File: config.mk
export PLATFORM = sky130hd
export DESIGN_NAME = pll_clkgen_flat
export DESIGN_NICKNAME = d
export VERILOG_FILES = /design/src/rtl/pll_clkgen_if.sv /design/src/rtl/pll_clkgen.sv /design/src/flat_wrapper.sv
export SDC_FILE = /design/constraint.sdc
export NUM_CORES = 1
export LEC_CHECK = 0
export CORE_ASPECT_RATIO = 0.75
export CORE_MARGIN = 8
export CORE_UTILIZATION = 45
export DETAILED_ROUTE_END_ITERATION = 16
export GPL_TIMING_DRIVEN = 0
export SYNTH_ARGS = -nofsm -noshare
export SYNTH_HDL_FRONTEND = slang
export SYNTH_SLANG_ARGS = --single-unit
export TNS_END_PERCENT = 30
File: constraint.sdc
create_clock -name CLKIN1 -period 5.7 [get_ports CLKIN1]
set_input_delay 0.855 -clock CLKIN1 [delete_from_list [all_inputs] [get_ports CLKIN1]]
set_output_delay 0.855 -clock CLKIN1 [all_outputs]
set_load 0.005 [all_outputs]
File: src/rtl/pll_clkgen_if.sv
// pll_clkgen_if
//   Groups the power-down/feedback controls and the generated clocks of
//   pll_clkgen. CLKIN1 and RST_N are plain ports of the block, not members here.
//   Members:
//     PWRDWN      user -> pll  synchronous power-down, active-high
//     CLKFBIN     user -> pll  feedback input, accepted and ignored
//     CLKFBOUT/B  pll -> user  feedback clock and its complement
//     CLKOUT0..6  pll -> user  divided clocks
//     CLKOUT0B..3B pll -> user complements of CLKOUT0..3
//     LOCKED      pll -> user  high while the outputs are running
interface pll_clkgen_if;
    logic PWRDWN;
    logic CLKFBIN;
    logic CLKFBOUT;
    logic CLKFBOUTB;
    logic CLKOUT0;
    logic CLKOUT1;
    logic CLKOUT2;
    logic CLKOUT3;
    logic CLKOUT4;
    logic CLKOUT5;
    logic CLKOUT6;
    logic CLKOUT0B;
    logic CLKOUT1B;
    logic CLKOUT2B;
    logic CLKOUT3B;
    logic LOCKED;

    modport master (
        output PWRDWN, CLKFBIN,
        input  CLKFBOUT, CLKFBOUTB,
        input  CLKOUT0, CLKOUT1, CLKOUT2, CLKOUT3, CLKOUT4, CLKOUT5, CLKOUT6,
        input  CLKOUT0B, CLKOUT1B, CLKOUT2B, CLKOUT3B,
        input  LOCKED
    );

    modport slave (
        input  PWRDWN, CLKFBIN,
        output CLKFBOUT, CLKFBOUTB,
        output CLKOUT0, CLKOUT1, CLKOUT2, CLKOUT3, CLKOUT4, CLKOUT5, CLKOUT6,
        output CLKOUT0B, CLKOUT1B, CLKOUT2B, CLKOUT3B,
        output LOCKED
    );
endinterface

File: src/rtl/pll_clkgen.sv
// pll_clkgen
//   Cycle-accurate PLL/MMCM output stage running on the VCO-rate clock.
//   Eight integer dividers (CLKOUT0..6 and the feedback divider) produce
//   registered clocks with elaboration-time duty cycle and phase. LOCKED rises
//   LOCK_CYCLES edges after reset/power-down is released; the dividers start
//   on that same edge so every zero-phase output rises together.
//   Ports:
//     CLKIN1  VCO-rate clock, all logic on its rising edge
//     RST_N   synchronous reset, active-low
//     bus     pll_clkgen_if slave: PWRDWN/CLKFBIN in, clocks and LOCKED out
module pll_clkgen #(
    parameter int    CLKFBOUT_MULT      = 4,
    parameter real   CLKFBOUT_PHASE     = 0.0,
    parameter int    CLKOUT0_DIVIDE     = 2,
    parameter int    CLKOUT1_DIVIDE     = 2,
    parameter int    CLKOUT2_DIVIDE     = 2,
    parameter int    CLKOUT3_DIVIDE     = 2,
    parameter int    CLKOUT4_DIVIDE     = 2,
    parameter int    CLKOUT5_DIVIDE     = 2,
    parameter int    CLKOUT6_DIVIDE     = 2,
    parameter real   CLKOUT0_DUTY_CYCLE = 0.5,
    parameter real   CLKOUT1_DUTY_CYCLE = 0.5,
    parameter real   CLKOUT2_DUTY_CYCLE = 0.5,
    parameter real   CLKOUT3_DUTY_CYCLE = 0.5,
    parameter real   CLKOUT4_DUTY_CYCLE = 0.5,
    parameter real   CLKOUT5_DUTY_CYCLE = 0.5,
    parameter real   CLKOUT6_DUTY_CYCLE = 0.5,
    parameter real   CLKOUT0_PHASE      = 0.0,
    parameter real   CLKOUT1_PHASE      = 0.0,
    parameter real   CLKOUT2_PHASE      = 0.0,
    parameter real   CLKOUT3_PHASE      = 0.0,
    parameter real   CLKOUT4_PHASE      = 0.0,
    parameter real   CLKOUT5_PHASE      = 0.0,
    parameter real   CLKOUT6_PHASE      = 0.0,
    parameter string CLKOUT4_CASCADE    = "FALSE",
    parameter int    LOCK_CYCLES        = 64
) (
    input  logic         CLKIN1,
    input  logic         RST_N,
    pll_clkgen_if.slave  bus
);

    localparam bit CASCADE = (CLKOUT4_CASCADE == "TRUE");
    localparam int LW      = $clog2(LOCK_CYCLES + 1);

    // Channel index 0..6 are CLKOUT0..6, index 7 is the feedback divider.
    function automatic int div_of(input int n);
        case (n)
            0:       return CLKOUT0_DIVIDE;
            1:       return CLKOUT1_DIVIDE;
            2:       return CLKOUT2_DIVIDE;
            3:       return CLKOUT3_DIVIDE;
            4:       return CLKOUT4_DIVIDE;
            5:       return CLKOUT5_DIVIDE;
            6:       return CLKOUT6_DIVIDE;
            default: return CLKFBOUT_MULT;
        endcase
    endfunction

    function automatic real duty_of(input int n);
        case (n)
            0:       return CLKOUT0_DUTY_CYCLE;
            1:       return CLKOUT1_DUTY_CYCLE;
            2:       return CLKOUT2_DUTY_CYCLE;
            3:       return CLKOUT3_DUTY_CYCLE;
            4:       return CLKOUT4_DUTY_CYCLE;
            5:       return CLKOUT5_DUTY_CYCLE;
            6:       return CLKOUT6_DUTY_CYCLE;
            default: return 0.5;
        endcase
    endfunction

    function automatic real phase_of(input int n);
        case (n)
            0:       return CLKOUT0_PHASE;
            1:       return CLKOUT1_PHASE;
            2:       return CLKOUT2_PHASE;
            3:       return CLKOUT3_PHASE;
            4:       return CLKOUT4_PHASE;
            5:       return CLKOUT5_PHASE;
            6:       return CLKOUT6_PHASE;
            default: return CLKFBOUT_PHASE;
        endcase
    endfunction

    // High count: nearest integer to duty*D, saturated so the clock toggles.
    function automatic int high_count(input int d, input real duty);
        int h;
        h = $rtoi(duty * $itor(d) + 0.5);
        if (h < 1)     h = 1;
        if (h > d - 1) h = d - 1;
        return h;
    endfunction

    // Phase offset in whole VCO cycles, rounded to nearest.
    function automatic int phase_offset(input int d, input real phase);
        return $rtoi(phase * $itor(d) / 360.0 + 0.5) % d;
    endfunction

    logic          halt;
    logic          start;
    logic          locked;
    logic [LW-1:0] lock_cnt;
    logic          rise6;
    logic          unused_fbin;

    assign unused_fbin = bus.CLKFBIN;
    assign halt        = !RST_N || bus.PWRDWN;
    assign start       = !halt && !locked && (lock_cnt == LW'(LOCK_CYCLES - 1));

    always_ff @(posedge CLKIN1) begin
        if (halt) begin
            lock_cnt <= '0;
            locked   <= 1'b0;
        end else if (!locked) begin
            lock_cnt <= lock_cnt + LW'(1);
            if (lock_cnt == LW'(LOCK_CYCLES - 1)) begin
                locked <= 1'b1;
            end
        end
    end

    for (genvar g = 0; g < 8; g++) begin : g_ch
        localparam int D        = div_of(g);
        localparam int H        = high_count(D, duty_of(g));
        localparam int P        = phase_offset(D, phase_of(g));
        localparam int I        = (D - P) % D;
        localparam bit INIT_OUT = (I < H);
        // In cascade mode CLKOUT4 counts CLKOUT6 rising edges, not VCO edges.
        localparam bit GATED    = (g == 4) && CASCADE;

        logic [7:0] cnt;
        logic [7:0] cnt_nxt;
        logic       step;
        logic       out_q;
        logic       out_nxt;

        assign step = locked && (!GATED || rise6);

        always_comb begin
            cnt_nxt = cnt;
            if (step) begin
                cnt_nxt = (cnt == 8'(D - 1)) ? 8'd0 : cnt + 8'd1;
            end
            out_nxt = (cnt_nxt < 8'(H));
        end

        // Counters are only held during halt; they reload on the start edge.
        always_ff @(posedge CLKIN1) begin
            if (halt) begin
                out_q <= 1'b0;
            end else if (start) begin
                cnt   <= 8'(I);
                out_q <= INIT_OUT;
            end else if (locked) begin
                cnt   <= cnt_nxt;
                out_q <= out_nxt;
            end
        end

        if (g < 4 || g == 7) begin : g_b
            logic outb_q;
            // Complement is registered alongside the clock and is 0 while unlocked.
            always_ff @(posedge CLKIN1) begin
                if (halt) begin
                    outb_q <= 1'b0;
                end else if (start) begin
                    outb_q <= !INIT_OUT;
                end else if (locked) begin
                    outb_q <= !out_nxt;
                end
            end
        end
    end

    // Registered CLKOUT6 is about to go 0->1 on this edge.
    assign rise6 = g_ch[6].out_nxt && !g_ch[6].out_q;

    assign bus.CLKOUT0   = g_ch[0].out_q;
    assign bus.CLKOUT1   = g_ch[1].out_q;
    assign bus.CLKOUT2   = g_ch[2].out_q;
    assign bus.CLKOUT3   = g_ch[3].out_q;
    assign bus.CLKOUT4   = g_ch[4].out_q;
    assign bus.CLKOUT5   = g_ch[5].out_q;
    assign bus.CLKOUT6   = g_ch[6].out_q;
    assign bus.CLKFBOUT  = g_ch[7].out_q;
    assign bus.CLKOUT0B  = g_ch[0].g_b.outb_q;
    assign bus.CLKOUT1B  = g_ch[1].g_b.outb_q;
    assign bus.CLKOUT2B  = g_ch[2].g_b.outb_q;
    assign bus.CLKOUT3B  = g_ch[3].g_b.outb_q;
    assign bus.CLKFBOUTB = g_ch[7].g_b.outb_q;
    assign bus.LOCKED    = locked;

endmodule

File: src/flat_wrapper.sv
// flat-port wrapper written by rule: the top's interface ports become plain ports
module pll_clkgen_flat 
#(
    parameter int    CLKFBOUT_MULT      = 4,
    parameter real   CLKFBOUT_PHASE     = 0.0,
    parameter int    CLKOUT0_DIVIDE     = 2,
    parameter int    CLKOUT1_DIVIDE     = 2,
    parameter int    CLKOUT2_DIVIDE     = 2,
    parameter int    CLKOUT3_DIVIDE     = 2,
    parameter int    CLKOUT4_DIVIDE     = 2,
    parameter int    CLKOUT5_DIVIDE     = 2,
    parameter int    CLKOUT6_DIVIDE     = 2,
    parameter real   CLKOUT0_DUTY_CYCLE = 0.5,
    parameter real   CLKOUT1_DUTY_CYCLE = 0.5,
    parameter real   CLKOUT2_DUTY_CYCLE = 0.5,
    parameter real   CLKOUT3_DUTY_CYCLE = 0.5,
    parameter real   CLKOUT4_DUTY_CYCLE = 0.5,
    parameter real   CLKOUT5_DUTY_CYCLE = 0.5,
    parameter real   CLKOUT6_DUTY_CYCLE = 0.5,
    parameter real   CLKOUT0_PHASE      = 0.0,
    parameter real   CLKOUT1_PHASE      = 0.0,
    parameter real   CLKOUT2_PHASE      = 0.0,
    parameter real   CLKOUT3_PHASE      = 0.0,
    parameter real   CLKOUT4_PHASE      = 0.0,
    parameter real   CLKOUT5_PHASE      = 0.0,
    parameter real   CLKOUT6_PHASE      = 0.0,
    parameter string CLKOUT4_CASCADE    = "     ",
    parameter int    LOCK_CYCLES        = 64
)
  (CLKIN1, RST_N, bus_PWRDWN, bus_CLKFBIN, bus_CLKFBOUT, bus_CLKFBOUTB, bus_CLKOUT0, bus_CLKOUT1, bus_CLKOUT2, bus_CLKOUT3, bus_CLKOUT4, bus_CLKOUT5, bus_CLKOUT6, bus_CLKOUT0B, bus_CLKOUT1B, bus_CLKOUT2B, bus_CLKOUT3B, bus_LOCKED);
  pll_clkgen_if bus_i ();
  input  logic CLKIN1;
  input  logic RST_N;
  input wire logic [$bits(bus_i.PWRDWN)-1:0] bus_PWRDWN;
  input wire logic [$bits(bus_i.CLKFBIN)-1:0] bus_CLKFBIN;
  output wire logic [$bits(bus_i.CLKFBOUT)-1:0] bus_CLKFBOUT;
  output wire logic [$bits(bus_i.CLKFBOUTB)-1:0] bus_CLKFBOUTB;
  output wire logic [$bits(bus_i.CLKOUT0)-1:0] bus_CLKOUT0;
  output wire logic [$bits(bus_i.CLKOUT1)-1:0] bus_CLKOUT1;
  output wire logic [$bits(bus_i.CLKOUT2)-1:0] bus_CLKOUT2;
  output wire logic [$bits(bus_i.CLKOUT3)-1:0] bus_CLKOUT3;
  output wire logic [$bits(bus_i.CLKOUT4)-1:0] bus_CLKOUT4;
  output wire logic [$bits(bus_i.CLKOUT5)-1:0] bus_CLKOUT5;
  output wire logic [$bits(bus_i.CLKOUT6)-1:0] bus_CLKOUT6;
  output wire logic [$bits(bus_i.CLKOUT0B)-1:0] bus_CLKOUT0B;
  output wire logic [$bits(bus_i.CLKOUT1B)-1:0] bus_CLKOUT1B;
  output wire logic [$bits(bus_i.CLKOUT2B)-1:0] bus_CLKOUT2B;
  output wire logic [$bits(bus_i.CLKOUT3B)-1:0] bus_CLKOUT3B;
  output wire logic [$bits(bus_i.LOCKED)-1:0] bus_LOCKED;
  assign bus_i.PWRDWN = bus_PWRDWN;
  assign bus_i.CLKFBIN = bus_CLKFBIN;
  assign bus_CLKFBOUT = bus_i.CLKFBOUT;
  assign bus_CLKFBOUTB = bus_i.CLKFBOUTB;
  assign bus_CLKOUT0 = bus_i.CLKOUT0;
  assign bus_CLKOUT1 = bus_i.CLKOUT1;
  assign bus_CLKOUT2 = bus_i.CLKOUT2;
  assign bus_CLKOUT3 = bus_i.CLKOUT3;
  assign bus_CLKOUT4 = bus_i.CLKOUT4;
  assign bus_CLKOUT5 = bus_i.CLKOUT5;
  assign bus_CLKOUT6 = bus_i.CLKOUT6;
  assign bus_CLKOUT0B = bus_i.CLKOUT0B;
  assign bus_CLKOUT1B = bus_i.CLKOUT1B;
  assign bus_CLKOUT2B = bus_i.CLKOUT2B;
  assign bus_CLKOUT3B = bus_i.CLKOUT3B;
  assign bus_LOCKED = bus_i.LOCKED;
  pll_clkgen #(.CLKFBOUT_MULT(CLKFBOUT_MULT), .CLKFBOUT_PHASE(CLKFBOUT_PHASE), .CLKOUT0_DIVIDE(CLKOUT0_DIVIDE), .CLKOUT1_DIVIDE(CLKOUT1_DIVIDE), .CLKOUT2_DIVIDE(CLKOUT2_DIVIDE), .CLKOUT3_DIVIDE(CLKOUT3_DIVIDE), .CLKOUT4_DIVIDE(CLKOUT4_DIVIDE), .CLKOUT5_DIVIDE(CLKOUT5_DIVIDE), .CLKOUT6_DIVIDE(CLKOUT6_DIVIDE), .CLKOUT0_DUTY_CYCLE(CLKOUT0_DUTY_CYCLE), .CLKOUT1_DUTY_CYCLE(CLKOUT1_DUTY_CYCLE), .CLKOUT2_DUTY_CYCLE(CLKOUT2_DUTY_CYCLE), .CLKOUT3_DUTY_CYCLE(CLKOUT3_DUTY_CYCLE), .CLKOUT4_DUTY_CYCLE(CLKOUT4_DUTY_CYCLE), .CLKOUT5_DUTY_CYCLE(CLKOUT5_DUTY_CYCLE), .CLKOUT6_DUTY_CYCLE(CLKOUT6_DUTY_CYCLE), .CLKOUT0_PHASE(CLKOUT0_PHASE), .CLKOUT1_PHASE(CLKOUT1_PHASE), .CLKOUT2_PHASE(CLKOUT2_PHASE), .CLKOUT3_PHASE(CLKOUT3_PHASE), .CLKOUT4_PHASE(CLKOUT4_PHASE), .CLKOUT5_PHASE(CLKOUT5_PHASE), .CLKOUT6_PHASE(CLKOUT6_PHASE), .CLKOUT4_CASCADE(CLKOUT4_CASCADE), .LOCK_CYCLES(LOCK_CYCLES)) u_core (.CLKIN1(CLKIN1), .RST_N(RST_N), .bus(bus_i));
endmodule
## After elaboration in Yosys (flattened, before gate mapping)

Cells that the tools add are included.

- Memories kept: 0
- Latch bits: 0
- RAM bits: 0
- Bits in read-only memories: 0
- Flip-flop bits (word level): 85
- Input port bits: 4

- $lt $le $gt $ge: 8
- Reduce and logical (&&, ||, !) cells: 14
- Div/mod/pow operators: 0
- $mul: 0
- Shifts and indexed selects: 0
- $add $sub $neg: 9
- Equality and inequality tests: 9
- Muxes and demuxes: 42
- Bitwise gates (word level): 1

Operators by type and width:

| operator | count |
|---|---|
| $mux W8 | 24 |
| $add A8 B1 Y8 const B | 8 |
| $eq A8 B1 Y1 const B | 7 |
| $lt A8 B1 Y1 const B | 7 |
| $mux W1 | 18 |
| $eq A8 B2 Y1 const B | 1 |
| $logic_not A1 Y1 | 8 |
| $lt A8 B2 Y1 const B | 1 |
| $add A7 B1 Y7 const B | 1 |
| $eq A7 B6 Y1 const B | 1 |
| $logic_and A1 B1 Y1 | 2 |
| $reduce_and A2 Y1 | 1 |
| $reduce_bool A2 Y1 | 1 |
| $reduce_or A2 Y1 | 1 |
| $logic_or A1 B1 Y1 | 1 |
| $not A1 Y1 | 1 |

## Logic depth before layout (Yosys ltp)

- Depth after elaboration: 7
- Depth in mapped cells: 7

## Worst setup path before layout

Ideal clock, no wire load.

- Path type: in2reg
- From: input bus_PWRDWN
- To: register u_core.g_ch[0].cnt[0] (enable)
- Stages: 4
- Setup slack: 1.173 ns
- Path buffers: 2
- Required time: 5.214 ns
- Data arrival time: 4.041 ns
- Path through: nand2b_1 -> clkbuf_1 -> clkbuf_1 -> nor2_1

- Longest elaborated chain between the ends: 6

RTL lines:

| what | RTL line | text |
|---|---|---|
| start: declaration | flat_wrapper.sv:34 | `input wire logic [$bits(bus_i.PWRDWN)-1:0] bus_PWRDWN;` |
| $logic_or A1 B1 Y1 (*) | pll_clkgen.sv:108 | `assign halt = !RST_N \|\| bus.PWRDWN;` |
| $logic_not A1 Y1 | pll_clkgen.sv:109 | `assign start = !halt && !locked && (lock_cnt == LW'(LOCK_CYCLES - 1));` |
| $logic_and A1 B1 Y1 (2 in series) | pll_clkgen.sv:109 |  |
| $reduce_bool A2 Y1 (no line) | - |  |
| $reduce_and A2 Y1 (no line) (*) | - |  |
| end signal: assignment | pll_clkgen.sv:153 | `cnt <= 8'(I);` |
| end signal: assignment | pll_clkgen.sv:156 | `cnt <= cnt_nxt;` |
| end: declaration | pll_clkgen.sv:132 | `logic [7:0] cnt;` |

Every way passes the cells marked *; elsewhere a longest branch is shown, timed or not.
A chain may end at the register's enable or synchronous reset.

## Final worst setup path

- From: input bus_PWRDWN
- To: register u_core.g_ch[0].cnt[0] (data pin)

- Longest elaborated chain between the ends: 4

RTL lines:

| what | RTL line |
|---|---|
| $logic_or A1 B1 Y1 | pll_clkgen.sv:108 |
| $logic_not A1 Y1 | pll_clkgen.sv:109 |
| $logic_and A1 B1 Y1 (2 in series) | pll_clkgen.sv:109 |

Every way passes these cells.

==> metrics.md <==
| Metric | Value |
|---|---|
| Max_cap viols | `0` |
| Grt ovf | `0` |
| FFs w/ async S/R, synth | `0` |
| Pre-CTS setup slack | `2390 ps` |
| Synthesized flop and latch total | `85` |
| Slew @ Worst Pin | `827 ps` |
| Pwr/cell area | `213 nW/µm²` |
| Fin crit share | `0.510` |
| Sw Ratio | `0.200` |
| Worst setup SP type | `input pin` |
| Root buf cell | `clkbuf_16` |
| CP required | `5760 ps` |
| Post-Syn Area | `5180 µm²` |
| Final Hold Fails | `0` |
| Cts repair resizes | `0` |
| Max Root-Sink Buffers | `2` |
| Cell total after placement | `715` |
| Min-Delay Path Class | `reg -> reg` |
| Initial core utilization | `0.454` |
| Max Fclk | `344 MHz` |
| Synthesis Warnings | `0` |
| Finished Cell Area | `5860 µm²` |
| Clock network fraction of design power | `0.466` |
| DP Wirelength | `8660 µm` |
| DR vias/cell | `5.73` |
| Port Buffer Count | `16` |
| Drt first pass iters | `4` |
| Critical path class | `in -> reg` |
| DRC viols | `0` |
| Clk sink count | `85` |
| Die area | `15,200 µm²` |
| Core Area | `11,400 µm²` |
| Reg2reg setup slack | `3190 ps` |
| Final std cells w/o fill | `731` |
| Postcts setup bufs | `0` |
| Antenna violations before repair | `0` |
| Seq/Total Area, Yosys | `0.452` |
| Iteration-0 DRC Markers | `287` |
| Inserted Clock Buffers | `9` |
| Vias in the first global route | `3,974` |
| Antenna Nets Post-Route | `0` |
| Max-Slew Margin vs Limit | `0.445` |
| Clk slew on worst S/H paths | `60 ps` |
| Final wirelength | `12,500 µm` |
| Peak supply drop | `0.139 mV` |
| Die Wd | `140 µm` |
| Worst Path Max Fanout | `10` |
| Rows | `34` |
| Worst hold path depth | `2` |
| Library cells used by synthesis | `60` |
| P_leak | `2.04 nW` |
| TritonCTS clock tree | `yes` |
| Switch Pwr | `250 µW` |
| WL/cell | `17.0 µm` |
| GRT Total Usage | `0.168` |
| Endpoints failing setup | `0` |
| Leading cell type in the layout, fill and taps excluded | `nor2_1` |
| Power share of the sequential group | `0.527` |
| Boundary Pins | `18` |
| RR Endpoint | `u_core.g_ch[2].cnt[4]` |
| Worst Skew | `9.96 ps` |
| # diodes | `0` |
| Primary FF master, synth | `edfxtp_1` |
| Worst hold margin | `481 ps` |
| Total Nets Final | `602` |
| Via count | `4,188` |
| Die Ht | `109 µm` |
| Layout area overhead | `13.1%` |
| Reg2reg path depth | `7` |
| Internal power | `997 µW` |
| Fin util | `0.514` |
| RSZ-0062 raised after global routing | `no` |
| Status | `complete, no violations` |
| Global-route wire length before repair | `20,400 µm` |
| Comb power frac | `0.006` |
| Post-synth EDFFs | `64` |
| Critical Path End | `u_core.g_ch[0].cnt[0]` |
| Share of cells above drive strength 1 | `0.0613` |
| Final setup TNS | `0 ps` |
| Min Tclk post-route | `2910 ps` |
| Worst Setup SP | `bus_PWRDWN` |
| RR Startpoint | `u_core.bus.LOCKED` |
| Mapped Cells | `553` |
| Worst-skew pair later-pin latency | `340 ps` |
| Cts hold-fix bufs | `0` |
| Dpl cell area | `5570 µm²` |
| Mapped Nets | `573` |
| Largest net degree at the start of global routing | `32` |
| Critical Path Sink Type | `flop` |
| CP arrival | `2970 ps` |
| Commonest cells after routing, fill and taps aside | `nor2_1 (85), edfxtp_1 (64), nand2_1 (38)` |
| GPL Wtd Cong | `0.851` |
| Mapped Avg Cell Area | `9.37 µm²` |
| Power Total | `1.25 mW` |
| H-tree levels | `3` |
| Fin. max-slew vios | `0` |
| Final worst slack | `2790 ps` |
-- kinds of logic (layout without fill, tap and decap cells) --
kind of cell               count (synthesis)  in the layout  synth area share
xor gates and xnor gates                  61             61             0.103
buffers and inverters                     44             78            0.0353
DFF                                       85             85             0.452
muxes                                      4              4           0.00773
adders and majority gates                 16             16            0.0386
and+or+nand+nor                          250            250             0.244
AOI/OAI and AO/OA                         93             93             0.119
-- per-layer routing --
layer,global-route usage,part of all wire,up-vias
li1,-,-,2074
met1,0.225,0.50,2019
met2,0.275,0.44,83
met3,0.0341,0.037,12
met4,0.0463,0.013,0
met5,0,0,-
-- state kept, by name (all words and copies together), names as in the netlist --
signal / flops
u_core.lock_cnt: 7
u_core.bus.CLKOUT4: 1
u_core.bus.CLKOUT2B: 1
u_core.bus.CLKOUT3: 1
u_core.g_ch.cnt: 64
u_core.bus.CLKOUT2: 1
u_core.bus.CLKOUT0: 1
u_core.bus.CLKFBOUTB: 1
u_core.bus.CLKOUT6: 1
u_core.bus.LOCKED: 1
u_core.bus.CLKOUT0B: 1
u_core.bus.CLKOUT5: 1
u_core.bus.CLKOUT1B: 1
u_core.bus.CLKOUT3B: 1
u_core.bus.CLKFBOUT: 1
u_core.bus.CLKOUT1: 1
-- power groups by stage --
stage | Clock, mW | Combinational [mW] | Sequential [mW]
after CTS | 0.597 | 0.00814 | 0.657
after floorplan | 0 | 0.00443 | 0.671
after global placement | 0 | 0.00750 | 0.671
final | 0.582 | 0.00800 | 0.657
after detailed placement | 0 | 0.00804 | 0.671
after global routing | 0.616 | 0.00875 | 0.657
-- worst min-delay path by stage --
stage,startpoint,end,slack (ps)
final,u_core.bus.CLKOUT3B,u_core.bus.CLKOUT3B,480
after global routing,u_core.lock_cnt[6],u_core.lock_cnt[6],520
after CTS,u_core.bus.CLKOUT3B,u_core.bus.CLKOUT3B,480
after detailed placement,u_core.bus.CLKOUT3B,u_core.bus.CLKOUT3B,470
after global placement,u_core.bus.CLKOUT3B,u_core.bus.CLKOUT3B,460
after floorplan,u_core.bus.CLKOUT3B,u_core.bus.CLKOUT3B,450
-- final cells by class --
type / instances / area [µm²]
fill: 1041 / 5540
multi-input combinational: 424 / 2660
sequential: 85 / 2340
clock buffer: 9 / 225
timing repair buffer: 18 / 200
tap: 144 / 180
buffer: 31 / 134
clock inverter: 7 / 66.3
inverter: 13 / 48.8
-- worst max-delay path: stages --
cell and delay [ps]:
clkdlybuf4s50_1 410, nand2b_1 140, clkbuf_1 200, nor3_2 710, clkbuf_1 540, nor2_1 110
-- synthesized netlist by cell type (5+ instances only) --
| cell type | count | area [µm²] |
|---|---|---|
| nand2_1 | 38 | 143 |
| nand2b_1 | 5 | 31.3 |
| xor2_1 | 26 | 228 |
| nor2_1 | 86 | 323 |
| a21oi_1 | 27 | 135 |
| nand4_1 | 20 | 125 |
| dfxtp_1 | 21 | 420 |
| o211ai_1 | 5 | 37.5 |
| nor3_1 | 22 | 110 |
| xnor2_1 | 35 | 307 |
| ha_1 | 16 | 200 |
| or3_1 | 5 | 31.3 |
| buf_2 | 7 | 35.0 |
| and4_1 | 6 | 52.6 |
| edfxtp_1 | 64 | 1920 |
| nor2b_1 | 5 | 31.3 |
| o21ai_0 | 16 | 80.1 |
| clkbuf_1 | 18 | 67.6 |
| inv_1 | 13 | 48.8 |
| a211oi_1 | 6 | 45.0 |
| nand3_1 | 17 | 85.1 |
| a31oi_1 | 6 | 37.5 |
| and3_1 | 23 | 144 |
No activity file was read; power rests on OpenSTA's default activity.
